### config.mk
export PLATFORM = sky130hd
export DESIGN_NAME = sqrt_newton_raphson_fixedpoint
export DESIGN_NICKNAME = d
export VERILOG_FILES = /design/src/rtl/sqrt_newton_raphson_fixedpoint.sv
export SDC_FILE = /design/constraint.sdc
export NUM_CORES = 1
export LEC_CHECK = 0
export ABC_AREA = 1
export BUFFER_PORTS_ARGS = -buffer_cell sky130_fd_sc_hd__buf_2
export CAP_MARGIN = 15
export CORE_MARGIN = 2
export CORE_UTILIZATION = 30
export DETAILED_ROUTE_END_ITERATION = 6
export GPL_ROUTABILITY_DRIVEN = 1
export SYNTH_ARGS = -nofsm -noshare
export SYNTH_HDL_FRONTEND = slang
export SYNTH_SLANG_ARGS = --single-unit
### constraint.sdc
create_clock -name clk -period 3.45 [get_ports clk]
set_input_delay 0.1725 -clock clk [delete_from_list [all_inputs] [get_ports clk]]
set_output_delay 0.1725 -clock clk [all_outputs]
set_load 0.01 [all_outputs]
### src/rtl/sqrt_newton_raphson_fixedpoint.sv
// Sequential unsigned fixed-point square root: integer Newton-Raphson on R = X << M,
// with each quotient R / y produced by a bit-serial restoring divider.
module sqrt_newton_raphson_fixedpoint #(
    parameter int N        = 16,
    parameter int M        = 8,
    parameter int ITER_MAX = 10
) (
    input  logic         clk,
    input  logic         rst,
    input  logic         start,
    input  logic [N-1:0] X,
    output logic [N-1:0] sqrt_result,
    output logic         ready
);

    localparam int W   = N + M;
    localparam int DCW = $clog2(W);
    localparam int ICW = (ITER_MAX > 1) ? $clog2(ITER_MAX) : 1;
    localparam logic [DCW-1:0] DIV_LAST  = DCW'(W - 1);
    localparam logic [ICW-1:0] ITER_LAST = ICW'(ITER_MAX - 1);

    typedef enum logic [2:0] {
        IDLE   = 3'd0,
        INIT   = 3'd1,
        DIV    = 3'd2,
        UPDATE = 3'd3,
        DONE   = 3'd4
    } state_t;

    // Power of two at or above sqrt(r): 2^ceil(b/2), b = bit length of r.
    function automatic logic [W-1:0] initial_estimate(input logic [W-1:0] r);
        logic [DCW:0] b;
        b = '0;
        for (int i = 0; i < W; i++) begin
            b = r[i] ? (DCW + 1)'(i + 1) : b;
        end
        return W'(1) << ((b + (DCW + 1)'(1)) >> 1);
    endfunction

    state_t         state_r, state_s;
    logic [N-1:0]   x_r, x_s;
    logic [W-1:0]   y_r, y_s;
    logic [W-1:0]   q_r, q_s;
    logic [W-1:0]   rem_r, rem_s;
    logic [DCW-1:0] div_cnt_r, div_cnt_s;
    logic [ICW-1:0] iter_r, iter_s;
    logic [N-1:0]   result_r, result_s;
    logic           ready_r, ready_s;

    logic [W:0]     rem_shift_s;
    logic [W:0]     sum_s;
    logic [W-1:0]   y_next_s;

    assign sqrt_result = result_r;
    assign ready       = ready_r;

    // Next-state and datapath updates for the whole operation sequence.
    always_comb begin
        state_s   = state_r;
        x_s       = x_r;
        y_s       = y_r;
        q_s       = q_r;
        rem_s     = rem_r;
        div_cnt_s = div_cnt_r;
        iter_s    = iter_r;
        result_s  = result_r;
        ready_s   = ready_r;

        // q_r doubles as the dividend shift register; its MSB feeds the partial remainder.
        rem_shift_s = {rem_r, q_r[W-1]};
        sum_s       = {1'b0, y_r} + {1'b0, q_r};
        y_next_s    = W'(sum_s >> 1);

        case (state_r)
            IDLE, DONE: begin
                if (start) begin
                    x_s     = X;
                    ready_s = 1'b0;
                    state_s = INIT;
                end else begin
                    state_s = state_r;
                end
            end
            INIT: begin
                if (x_r == '0) begin
                    result_s = '0;
                    ready_s  = 1'b1;
                    state_s  = DONE;
                end else begin
                    y_s       = initial_estimate({x_r, {M{1'b0}}});
                    q_s       = {x_r, {M{1'b0}}};
                    rem_s     = '0;
                    div_cnt_s = '0;
                    iter_s    = '0;
                    state_s   = DIV;
                end
            end
            DIV: begin
                if (rem_shift_s >= {1'b0, y_r}) begin
                    rem_s = W'(rem_shift_s - {1'b0, y_r});
                    q_s   = {q_r[W-2:0], 1'b1};
                end else begin
                    rem_s = W'(rem_shift_s);
                    q_s   = {q_r[W-2:0], 1'b0};
                end
                if (div_cnt_r == DIV_LAST) begin
                    state_s = UPDATE;
                end else begin
                    div_cnt_s = div_cnt_r + DCW'(1);
                end
            end
            UPDATE: begin
                // A non-decreasing step means the descending sequence has bottomed out.
                if ((y_next_s >= y_r) || (iter_r == ITER_LAST)) begin
                    result_s = (y_next_s < y_r) ? y_next_s[N-1:0] : y_r[N-1:0];
                    ready_s  = 1'b1;
                    state_s  = DONE;
                end else begin
                    y_s       = y_next_s;
                    iter_s    = iter_r + ICW'(1);
                    q_s       = {x_r, {M{1'b0}}};
                    rem_s     = '0;
                    div_cnt_s = '0;
                    state_s   = DIV;
                end
            end
            default: begin
                state_s = IDLE;
            end
        endcase
    end

    // State and datapath registers; reset aborts any operation in flight.
    always_ff @(posedge clk or posedge rst) begin
        if (rst) begin
            state_r   <= IDLE;
            x_r       <= '0;
            y_r       <= '0;
            q_r       <= '0;
            rem_r     <= '0;
            div_cnt_r <= '0;
            iter_r    <= '0;
            result_r  <= '0;
            ready_r   <= 1'b0;
        end else begin
            state_r   <= state_s;
            x_r       <= x_s;
            y_r       <= y_s;
            q_r       <= q_s;
            rem_r     <= rem_s;
            div_cnt_r <= div_cnt_s;
            iter_r    <= iter_s;
            result_r  <= result_s;
            ready_r   <= ready_s;
        end
    end

endmodule

; ---- Yosys cells after proc, flatten, opt, wreduce, memory -nomap -nowiden
; Cells that the tools add are included.
[classes]
n_shift = 1
n_addsub = 5
n_lt_le_gt_ge = 3
mux = 47
n_reduce_logical = 14
n_eq_ne = 13
[op_table]
columns = op, count
row1 = 24-bit two-way mux, 7
row2 = 24-bit case mux with 3 select lines, 2
row3 = 5-bit two-way mux, 12
row4 = 16-bit two-way mux, 3
row5 = 24-bit case mux with 2 select lines, 1
row6 = 4-bit two-way mux, 9
row7 = 16-bit case mux with 2 select lines, 1
row8 = 24-bit by 24-bit adder with 25-bit output, 1
row9 = 25-bit by 24-bit >= comparator with 1-bit output, 1
row10 = 24-bit >= comparator, 1
row11 = 24-bit < comparator, 1
row12 = 1-bit by 5-bit << shifter with 24-bit output (first input constant), 1
row13 = 24-bit subtractor, 1
row14 = 16-bit logical NOT, 1
row15 = 5-bit case mux with 3 select lines, 1
row16 = 2-bit != test (second input constant), 7
row17 = 3-bit two-way mux, 4
row18 = 3-bit case mux with 4 select lines, 1
row19 = 3-bit AND reduction, 3
row20 = 4-bit case mux with 2 select lines, 1
row21 = 4-bit AND reduction, 2
row22 = 5-bit by 1-bit adder with 6-bit output (second input constant), 1
row23 = 3-bit by 2-bit equality test with 1-bit output (second input constant), 2
row24 = 3-bit nonzero test, 2
row25 = other kinds (13), 17
[word_totals]
in_bits = 19
output_inout_bits = 17
ff_bits = 117
word_cells = 92

; ---- Depth between registers and ports, before layout
; Gate-level depths: netlist (run 1).
[logic_depth]
ltp_word = 20
ltp_mapped = 28
depth_no_buf = 27

; ---- Worst setup path before layout (run 1)
; No wires, ideal clock.
[synth_timing]
path_kind = register to register
startpoint = register y_r[0]
endpoint = register q_r[0]
arrival_ps = 3477
path_slack_ps = -171
setup_ps = 143
period_less_slack_ps = 3621
stages_incl_launch_ff = 28
path_cell_list = dfrtp_1 -> nand2_1 -> inv_1 -> fa_1 -> nand2_1 -> inv_1 -> nand2_1 -> nand2_1 -> nand2_1 -> o211ai_1 -> nand2_1 -> nand2_1 -> a21oi_1 -> o21ai_1 -> xor2_1 -> ha_1 -> a21oi_1 -> o21ai_0 -> nand2_1 -> o211ai_1 -> a21oi_2 -> nand4_4 -> nand2_4 -> clkinv_4 -> nand2_4 -> buf_6 -> buf_6 -> o22ai_2
[synth_via]
elab_chain_len = 5
word_cells_on_any_way = 8
cone_classes = add/sub (1) / order compare (2) / eq/ne (1) / mux (2) / reduce/logical (2)
[synth_rtl]
columns = element, line
row1 = "start, declared", 42  ; logic [W-1:0] y_r, y_s;
row2 = "start signal, assigned", 148  ; y_r <= y_s;
row3 = 24-bit by 24-bit adder with 25-bit output, 71  ; sum_s = {1'b0, y_r} + {1'b0, q_r};
row4 = 24-bit >= comparator, 114  ; if ((y_next_s >= y_r) || (iter_r == ITER_LAST)) begin
row5 = 1-bit logical OR, 114
row6 = 2-bit != test (no line), n/a
row7 = 3-bit AND reduction (no line), n/a
row8 = "end signal, assigned", 149  ; q_r <= q_s;
row9 = "end, declared", 43  ; logic [W-1:0] q_r, q_s;
; Parallel ways exist; a longest one is shown, timed or not.
; A chain may end at the register's enable or synchronous reset.

; ---- Final worst setup path (run 1)
[layout_timing]
startpoint = register q_r[0]
endpoint = register result_r[0], in the netlist sqrt_result[0]
[layout_via]
elab_chain_len = 5
word_cells_on_any_way = 9
cone_classes = add/sub (1) / order compare (2) / eq/ne (1) / mux (3) / reduce/logical (2)
[layout_rtl]
columns = element, line
row1 = 24-bit by 24-bit adder with 25-bit output (*), 71
row2 = 24-bit < comparator / 24-bit >= comparator (equally long branches), "115, 114"
row3 = 16-bit two-way mux / 1-bit logical OR (equally long branches), "115, 114"
row4 = 16-bit two-way mux / 2-bit != test (equally long branches), n/a
row5 = 16-bit case mux with 2 select lines / 3-bit AND reduction (equally long branches), n/a
row6 = "end signal, assigned", 153  ; result_r <= result_s;
row7 = "end, declared", 47  ; logic [N-1:0] result_r, result_s;
; Every way passes the cells marked *; elsewhere a longest branch is shown, timed or not. The select of a mux whose other input is x is not followed.

==> metrics.csv, run 1 <==
metric;value;unit
status;complete, but fails checks;
violations;setup timing;
skew;0.01001;ns
grt_pass1_vias;8056;
yosysWarnings;0;
fmax;0.2512;GHz
first_pass_iters;5;
diodes;0;
cts_buffers;17;
slew_violations;0;
clockBufferDepth;2;
synth-compound-area-share;18.00;%
gr-usage-all-layers;18.06;%
fin_ws;-0.5309;ns
min_path_type;in2async;
io_pins;36;
synthArstFlopShare;100.0;%
synth_edf_count;0;
synth-simple-area-share;23.84;%
htree_levels;4;
die_w;172.2;um
required;3.76;ns
synth_area;0.008487;mm2
critPathCaptureType;flip-flop;
nNetsFinal;1431;
row_count;61;
wl_per_cell;14.80;um
totalWireLength;25550;um
fin_crit;3.981;ns
avgSynthCellArea;7.432;um2
gp_congestion;0.9115;
final_common_cell;nand2_1;
first_iter_violations;532;
path_class;reg2reg;
dieArea;0.02965;mm2
relSlewSlack;33.95;%
vias;8320;
clkTransAtPathRegs;0.06;ns
arrival;4.29;ns
syn_nets;1238;
final_util;41.24;%
path_max_fanout;6;
die_y;172.2;um
dpl.hpwl;18360;um
grt_max_degree;118;
synthAdderAreaFrac;11.53;%
synth_cell_types;52;
cts_tree;done;
layout_common_cells;nand2_1, buf_4, inv_1;
core_area;0.02778;mm2
drive_above_1_share;23.89;%
antenna_found_initial;0;
clock-root-buffer;clkbuf_16;
synth.yosys.seq_area_share;34.50;%
cts_sinks;117;
synth_xor_xnor_area_share;4.438;%
drc;0;
initial_utilization;30.55;%
area_delta_synth_final;35.00;%
synth_top_family_by_area;simple AND/OR/NAND/NOR gates;
finalSetupTns;-45.51;ns
period_share;115.4;%
rsz0062_at_grt;yes;
setup_viol;100;
hold_viol_final;0;
port_buffers;35;
synthCells;1142;
overflow;0;
drv_cap;0;
detail_route.vias_per_cell;4.820;
tightest_slew;0.9893;ns
synthMuxAreaShare;0.1179;%
grt_pass1_wl;41410;um
synth-seq-cells;117;
ys.flop_type;dfrtp_1;
ant_nets;0;
worst_skew_pair.late_latency;0.43;ns
cp-start-kind;flip-flop;
worst paths after layout:
path	endpoint	startpoint	cells after the start	slack [ns]
worst max register to register	sqrt_result[0]$_DFFE_PP0P_	q_r[0]$_DFFE_PP0P_	27	-0.53
worst min-delay path	q_r[4]$_DFFE_PP0P_	rst	4	0.41
min in group clk	sqrt_result[2]$_DFFE_PP0P_	sqrt_result[2]$_DFFE_PP0P_	2	0.47
max in group asynchronous	y_r[1]$_DFFE_PP0P_	rst	4	2.47
worst min register to register	sqrt_result[2]$_DFFE_PP0P_	sqrt_result[2]$_DFFE_PP0P_	2	0.47
worst max-delay path	sqrt_result[0]$_DFFE_PP0P_	q_r[0]$_DFFE_PP0P_	27	-0.53
layout make-up:
type	instances	area, um2
multi-input cells	872	5315
repair buffers	199	1628
well taps	378	473.0
flip-flops and latches	117	2928
inverters	128	508.0
fillers	2797	16320
clock buffers	18	439.2
clock inverters	14	166.4
cells in the mapped netlist, types with 3 or more instances:
cell type,count,area share [%]
inv_1,123,5.4
o21a_1,4,0.35
nor3_1,6,0.35
inv_2,3,0.13
o21ai_1,24,1.4
o211ai_1,10,0.88
nor4_1,5,0.37
o21ai_0,100,5.9
o22ai_2,9,1.3
nand2_2,3,0.22
a21o_1,4,0.35
clkbuf_1,12,0.53
a21oi_1,86,5.1
dfrtp_1,117,34
a21boi_1,3,0.27
nand3_1,50,2.9
buf_2,7,0.41
buf_4,5,0.44
o21bai_1,7,0.62
or2_2,4,0.29
xnor2_1,15,1.5
nand2_1,329,15
xor2_1,28,2.9
nor2_1,63,2.8
nand4_1,13,0.96
ha_1,75,11
buf_6,3,0.40
o22ai_1,3,0.22
a22oi_1,3,0.27
per-layer routing:
metal,up-vias,part of all wire (%),global-route usage [%]
li1,4198,-,-
met1,3861,47,24.04
met2,212,45,29.39
met3,49,4.8,3.273
met4,0,3.0,6.467
met5,-,0,0
per-stage QoR:
stage          cells  hold slack [ns]  setup WS, ns  instance area [um2]
6_report        1726           0.4138       -0.5309                11460
3_3_place_gp    1649           0.3672       -0.4666                10000
2_1_floorplan   1142           0.2565      -0.06781                 8531
4_1_cts         1724           0.4602       -0.4253                11220
5_1_grt         1726           0.4754       -0.7809                11460
3_5_place_dp    1649           0.3726       -0.5568                10000
critical path, stage by stage (launching register included):
cell,delay [ns]
dfrtp_1,0.39
nand2_2,0.09
inv_2,0.04
fa_2,0.34
nand2_1,0.06
inv_1,0.05
nand2_1,0.05
nand2_1,0.06
nand2_1,0.06
o211ai_1,0.23
nand2_1,0.16
nand2_2,0.08
a21oi_2,0.16
o21ai_1,0.09
xor2_1,0.18
ha_1,0.34
nand2_2,0.10
nor2_4,0.12
nand2_4,0.07
nor4b_4,0.29
a22oi_2,0.13
nand4_4,0.13
nand2_4,0.07
clkinv_4,0.09
buf_12,0.14
nand3_4,0.14
nand2_1,0.11
o21ai_1,0.06
flip-flops by register name, indices dropped and copies added (netlist names):
register and cells:
y_r 24, q_r 24, ready 1, x_r 16
sqrt_result 16, div_cnt_r 5, rem_r 24, iter_r 4
state_r 3
cell families after synthesis:
logic type                 Yosys count
muxes                                1
and+or+nand+nor                    482
buffers and inverters              156
AOI/OAI and AO/OA                  266
DFF                                117
adders and majority gates           77
xor gates and xnor gates            43
repair_timing:
item,in CTS,in global routing
hold buffers,18,0
buffers inserted,21,3
gates cloned,4,0
endpoints found under the hold margin,134,0
endpoints found under the setup margin,100,100
resized for setup,60,66
pin swaps,16,20
Power of run 1 is left out: the tool's default activity adds up to more than one toggle a clock period on the data nets, which glitch-free logic cannot reach.
==> run 2: changes to the inputs <==
- SETUP_SLACK_MARGIN: not set -> 0.4
==> metrics.csv, run 2 (synthesis results as in run 1) <==
metric;value;unit;change
area_delta_synth_final;34.25;%;was 35.00%
overflow;0;;unchanged
gp_congestion;0.9059;;was 0.9115
initial_utilization;30.55;%;unchanged
cts_tree;done;;unchanged
cp-start-kind;flip-flop;;unchanged
wl_per_cell;15.02;um;was 14.80 um
io_pins;36;;unchanged
required;3.79;ns;was 3.76 ns
place_inst;1654;;was 1,649
port_buffers;35;;unchanged
totalWireLength;25910;um;was 25,550 um
cp_slowest_cell;dfrtp_1;;unchanged
slew_violations;0;;unchanged
rsz0062_at_grt;yes;;unchanged
clockBufferDepth;2;;unchanged
min_path_type;in2async;;unchanged
final_common_cell;nand2_1;;unchanged
cp_top_family;simple AND/OR/NAND/NOR gates;;unchanged
hold_viol_final;0;;unchanged
dpl.hpwl;18910;um;was 18,360 um
period_share;118.3;%;was 115.4%
clkTransAtPathRegs;0.06;ns;about the same
status;complete, but fails checks;;unchanged
crit_buf_inv;5;;was 4
layout_common_cells;nand2_1, buf_4, inv_1;;unchanged
worst_skew_pair.late_latency;0.43;ns;about the same
tightest_slew;0.8241;ns;was 0.9893 ns
crit_path_frequent_cell;nand2_2;;was nand2_1
die_y;172.2;um;unchanged
fin_ws;-0.6310;ns;was -0.5309 ns
slowest_delay;0.39;ns;about the same
antenna_found_initial;0;;unchanged
path_max_fanout;5;;was 6
fin_crit;4.081;ns;was 3.981 ns
critPathCaptureType;flip-flop;;unchanged
drc;0;;unchanged
grt_pass1_wl;42160;um;was 41,410 um
core_area;0.02778;mm2;unchanged
first_iter_violations;671;;was 532
drv_cap;0;;unchanged
vias;8354;;was 8,320
diodes;0;;unchanged
fillCellCount;2852;;was 2,797
nNetsFinal;1431;;unchanged
setup_viol;100;;unchanged
row_count;61;;unchanged
dieArea;0.02965;mm2;unchanged
arrival;4.43;ns;was 4.29 ns
top_regs;q_r: 24 flops, rem_r: 24 flops, y_r: 24 flops;;unchanged
gr-usage-all-layers;18.27;%;was 18.06%
violations;setup timing;;unchanged
relSlewSlack;44.98;%;was 33.95%
final_cells;1725;;was 1,726
skew;0.01438;ns;was 0.01001 ns
grt_pass1_vias;8119;;was 8,056
path_class;reg2reg;;unchanged
ant_nets;0;;unchanged
first_pass_iters;5;;unchanged
detail_route.vias_per_cell;4.843;;was 4.820
drive_above_1_share;22.35;%;was 23.89%
cts_buffers;17;;unchanged
die_w;172.2;um;unchanged
cts_sinks;117;;unchanged
htree_levels;4;;unchanged
grt_max_degree;73;;was 118
fmax;0.2450;GHz;was 0.2512 GHz
clock-root-buffer;clkbuf_16;;unchanged
-- run 2: cell types whose count changed in the layout (fill, tap and decap cells not counted), sizes merged --
cell	previous run	this run
buf	181	180
bufinv	2	4
clkbuf	18	22
clkinv	2	4
clkinvlp	3	5
inv	135	127
nand2	334	335
nand3	54	51
-- run 2: per-stage QoR --
stage / worst slack (ns) / area [um2] / util, % / setup TNS, ns / hold slack [ns]
floorplan: -0.06643 / 8566 / - / -1.470 / 0.2565
global placement: -0.4267 / 10030 / 36.12 / -34.67 / 0.1935
finish: -0.6310 / 11390 / 41.01 / -55.06 / 0.3003
CTS: -0.4333 / 11140 / 40.10 / -34.33 / 0.3007
global route: -0.8641 / 11390 / 41.01 / -79.30 / 0.3444
detailed placement: -0.4950 / 10030 / 36.12 / -40.60 / 0.2083
-- run 2: path summary, 6_finish.rpt --
kind | startpoint | endpoint | slack [ns] | cells after the start
max reg2reg | y_r[0]$_DFFE_PP0P_ | rem_r[8]$_DFFE_PP0P_ | -0.63 | 28
max | y_r[0]$_DFFE_PP0P_ | rem_r[8]$_DFFE_PP0P_ | -0.63 | 28
min reg2reg | sqrt_result[8]$_DFFE_PP0P_ | sqrt_result[8]$_DFFE_PP0P_ | 0.46 | 2
min in group clk | sqrt_result[8]$_DFFE_PP0P_ | sqrt_result[8]$_DFFE_PP0P_ | 0.46 | 2
min | rst | x_r[4]$_DFFE_PP0P_ | 0.30 | 3
max in group asynchronous | rst | rem_r[0]$_DFFE_PP0P_ | 2.40 | 4
-- run 2: area by class of cell --
type | count | area, um2 | share of cell area (%)
Clock inverter | 12 | 177.7 | 1.559
Tap cell | 378 | 473.0 | 4.151
Sequential cell | 117 | 2928 | 25.70
Multi-Input combinational cell | 870 | 5211 | 45.74
Inverter | 128 | 511.7 | 4.492
Clock buffer | 19 | 452.9 | 3.975
Timing Repair Buffer | 201 | 1639 | 14.39
-- run 2: tightest hold or removal path, cell delays in order --
cell	delay [ns]
dlygate4sd3_1	0.54
buf_2	0.14
clkinvlp_4	0.30
-- run 2: timing repair --
item / 4_1_cts / 5_1_grt
hold endpoints to repair: 33 / 0
setup endpoints to repair: 100 / 100
pin swaps: 4 / 19
buffers inserted: 10 / 8
hold buffers: 18 / 0
gates resized for setup: 53 / 42
cloned: 1 / 3
-- run 2: metal layers --
metal  part of all wire, %  track usage, %  wire, um
met2                    47           29.89     12110
met3                   4.1           2.998      1050
met4                   1.9           6.430       499
met1                    47           24.43     12240
met5                     0               0         0
Power of run 2 is left out for the same reason.
==> run 3: changes to the inputs <==
- SETUP_SLACK_MARGIN: 0.4 -> 0.2
==> metrics.csv, run 3 (synthesis results as in run 1) <==
metric;value;unit;change
vias;8464;;was 8,354
fmax;0.2474;GHz;was 0.2450 GHz
critPathCaptureType;flip-flop;;unchanged
first_iter_violations;496;;was 671
place_inst;1655;;was 1,654
setup_viol;100;;unchanged
die_w;172.2;um;unchanged
period_share;117.2;%;was 118.3%
drv_cap;0;;unchanged
clockBufferDepth;2;;unchanged
slew_violations;0;;unchanged
clock-root-buffer;clkbuf_16;;unchanged
cts_tree;done;;unchanged
cp-startpoint;y_r[0]$_DFFE_PP0P_;;unchanged
crit_path_frequent_cell;nand2_2;;unchanged
clkTransAtPathRegs;0.06;ns;about the same
port_buffers;35;;unchanged
fillCellCount;2753;;was 2,852
violations;setup timing;;unchanged
ant_nets;0;;unchanged
worstRegToRegCells;26;;was 28
drc;0;;unchanged
dp_slack;-0.5195;ns;was -0.4950 ns
path_depth;26;;was 28
dieArea;0.02965;mm2;unchanged
dpl.hpwl;19080;um;was 18,910 um
ff_latch_area;0.002928;mm2;unchanged
htree_levels;4;;unchanged
grt_max_degree;62;;was 73
final_common_cell;nand2_1;;unchanged
core_area;0.02778;mm2;unchanged
initial_utilization;30.55;%;unchanged
arrival;4.31;ns;was 4.43 ns
wl_per_cell;15.28;um;was 15.02 um
multi_input_area;0.005395;mm2;was 0.005211 mm2
nNetsFinal;1454;;was 1,431
min_path_type;in2async;;unchanged
crit_buf_inv;7;;was 5
grt_pass1_vias;8408;;was 8,119
rsz0062_at_grt;yes;;unchanged
area_delta_synth_final;39.14;%;was 34.25%
path_class;reg2reg;;unchanged
antenna_found_initial;0;;unchanged
path_max_fanout;6;;was 5
gp_congestion;0.9241;;was 0.9059
totalWireLength;26730;um;was 25,910 um
r2r_slack;-0.59;ns;was -0.63 ns
grt_pass1_wl;43460;um;was 42,160 um
relSlewSlack;37.70;%;was 44.98%
overflow;0;;unchanged
fin_crit;4.042;ns;was 4.081 ns
worst_skew_pair.late_latency;0.43;ns;about the same
detail_route.vias_per_cell;4.839;;was 4.843
slowest_delay;0.38;ns;was 0.39 ns
io_pins;36;;unchanged
rr_endpoint;rem_r[19]$_DFFE_PP0P_;;was rem_r[8]$_DFFE_PP0P_
final_cells;1749;;was 1,725
cp_slowest_cell;dfrtp_1;;unchanged
tightest_slew;0.9332;ns;was 0.8241 ns
cp-start-kind;flip-flop;;unchanged
cts_buffers;17;;unchanged
fin_ws;-0.5923;ns;was -0.6310 ns
rr_startpoint;y_r[0]$_DFFE_PP0P_;;unchanged
gr-usage-all-layers;18.89;%;was 18.27%
diodes;0;;unchanged
layout_common_cells;nand2_1, buf_4, inv_1;;unchanged
drive_above_1_share;26.26;%;was 22.35%
die_y;172.2;um;unchanged
skew;0.01096;ns;was 0.01438 ns
hold_viol_final;0;;unchanged
first_pass_iters;7;;was 5
required;3.72;ns;was 3.79 ns
status;complete, but fails checks;;unchanged
cts_sinks;117;;unchanged
row_count;61;;unchanged
top_regs;q_r: 24 flops, rem_r: 24 flops, y_r: 24 flops;;unchanged
cp_top_family;compound AO/OA/AOI/OAI gates;;was simple AND/OR/NAND/NOR gates
[run 3: cell count changes in the layout (fill, tap and decap cells not counted), moves of 5 or more]
cell	delta
a21oi_1	-7
nand2_4	+7
nand2_2	+18
a21oi_2	+7
nand2_1	-25
buf_6	+16
o21ai_2	+5
[run 3: stage by stage]
step | TNS [ns] | util, % | hold WS (ns) | instance area [um2]
3_5_place_dp | -38.34 | 36.10 | 0.1889 | 10030
3_3_place_gp | -27.52 | 36.10 | 0.1835 | 10030
6_report | -50.27 | 42.51 | 0.2792 | 11810
5_1_grt | -77.18 | 42.51 | 0.3235 | 11810
2_1_floorplan | -1.448 | - | 0.2565 | 8566
4_1_cts | -34.02 | 41.19 | 0.2847 | 11440
[run 3: worst register-to-register path: stages (launching register included)]
cell and delay [ns]:
dfrtp_1 0.38, nand2_2 0.09, inv_2 0.04, fa_2 0.36, nand2_2 0.08, inv_2 0.05
nand2_2 0.05, nand2_2 0.05, nand2_1 0.07, o211ai_1 0.21, buf_4 0.23, buf_4 0.12
a31oi_1 0.17, xnor2_1 0.21, ha_1 0.31, a21oi_1 0.13, o21a_1 0.15, o221ai_2 0.12
a21oi_2 0.23, nand4_4 0.15, nand2_4 0.16, clkinv_8 0.08, nand2_8 0.11, clkinv_8 0.10
buf_12 0.15, nand2_1 0.05, o21ai_1 0.06
[run 3: how the worst max path moves through the flow]
stage,slack [ns],endpoint
detailed placement,-0.52,sqrt_result[2]$_DFFE_PP0P_
CTS,-0.42,q_r[22]$_DFFE_PP0P_
finish,-0.59,rem_r[19]$_DFFE_PP0P_
floorplan,-0.07,q_r[0]$_DFFE_PP0P_
global route,-0.87,rem_r[11]$_DFFE_PP0P_
global placement,-0.39,sqrt_result[2]$_DFFE_PP0P_
[run 3: final cells by class]
class,count,share of cell area [%]
well taps,378,4.005
multi-input cells,873,45.69
inverters,128,4.418
repair buffers,221,15.81
clock inverters,13,1.452
flip-flops and latches,117,24.79
clock buffers,19,3.836
[run 3: what timing repair did]
item / CTS / global route
resized for setup: 88 / 71
setup buffers: 27 / 10
hold buffers: 18 / 0
hold endpoints to repair: 33 / 0
pin swaps: 21 / 21
cloned: 6 / 1
setup endpoints to repair: 100 / 100
[run 3: metal layers]
metal / wire length, um / global-route usage (%) / up-vias
met3: 1276 / 3.479 / 48
met4: 784 / 8.294 / 0
li1: - / - / 4248
met1: 12240 / 24.54 / 3957
met5: 0 / 0 / -
met2: 12430 / 30.71 / 211
Power of run 3 is left out for the same reason.
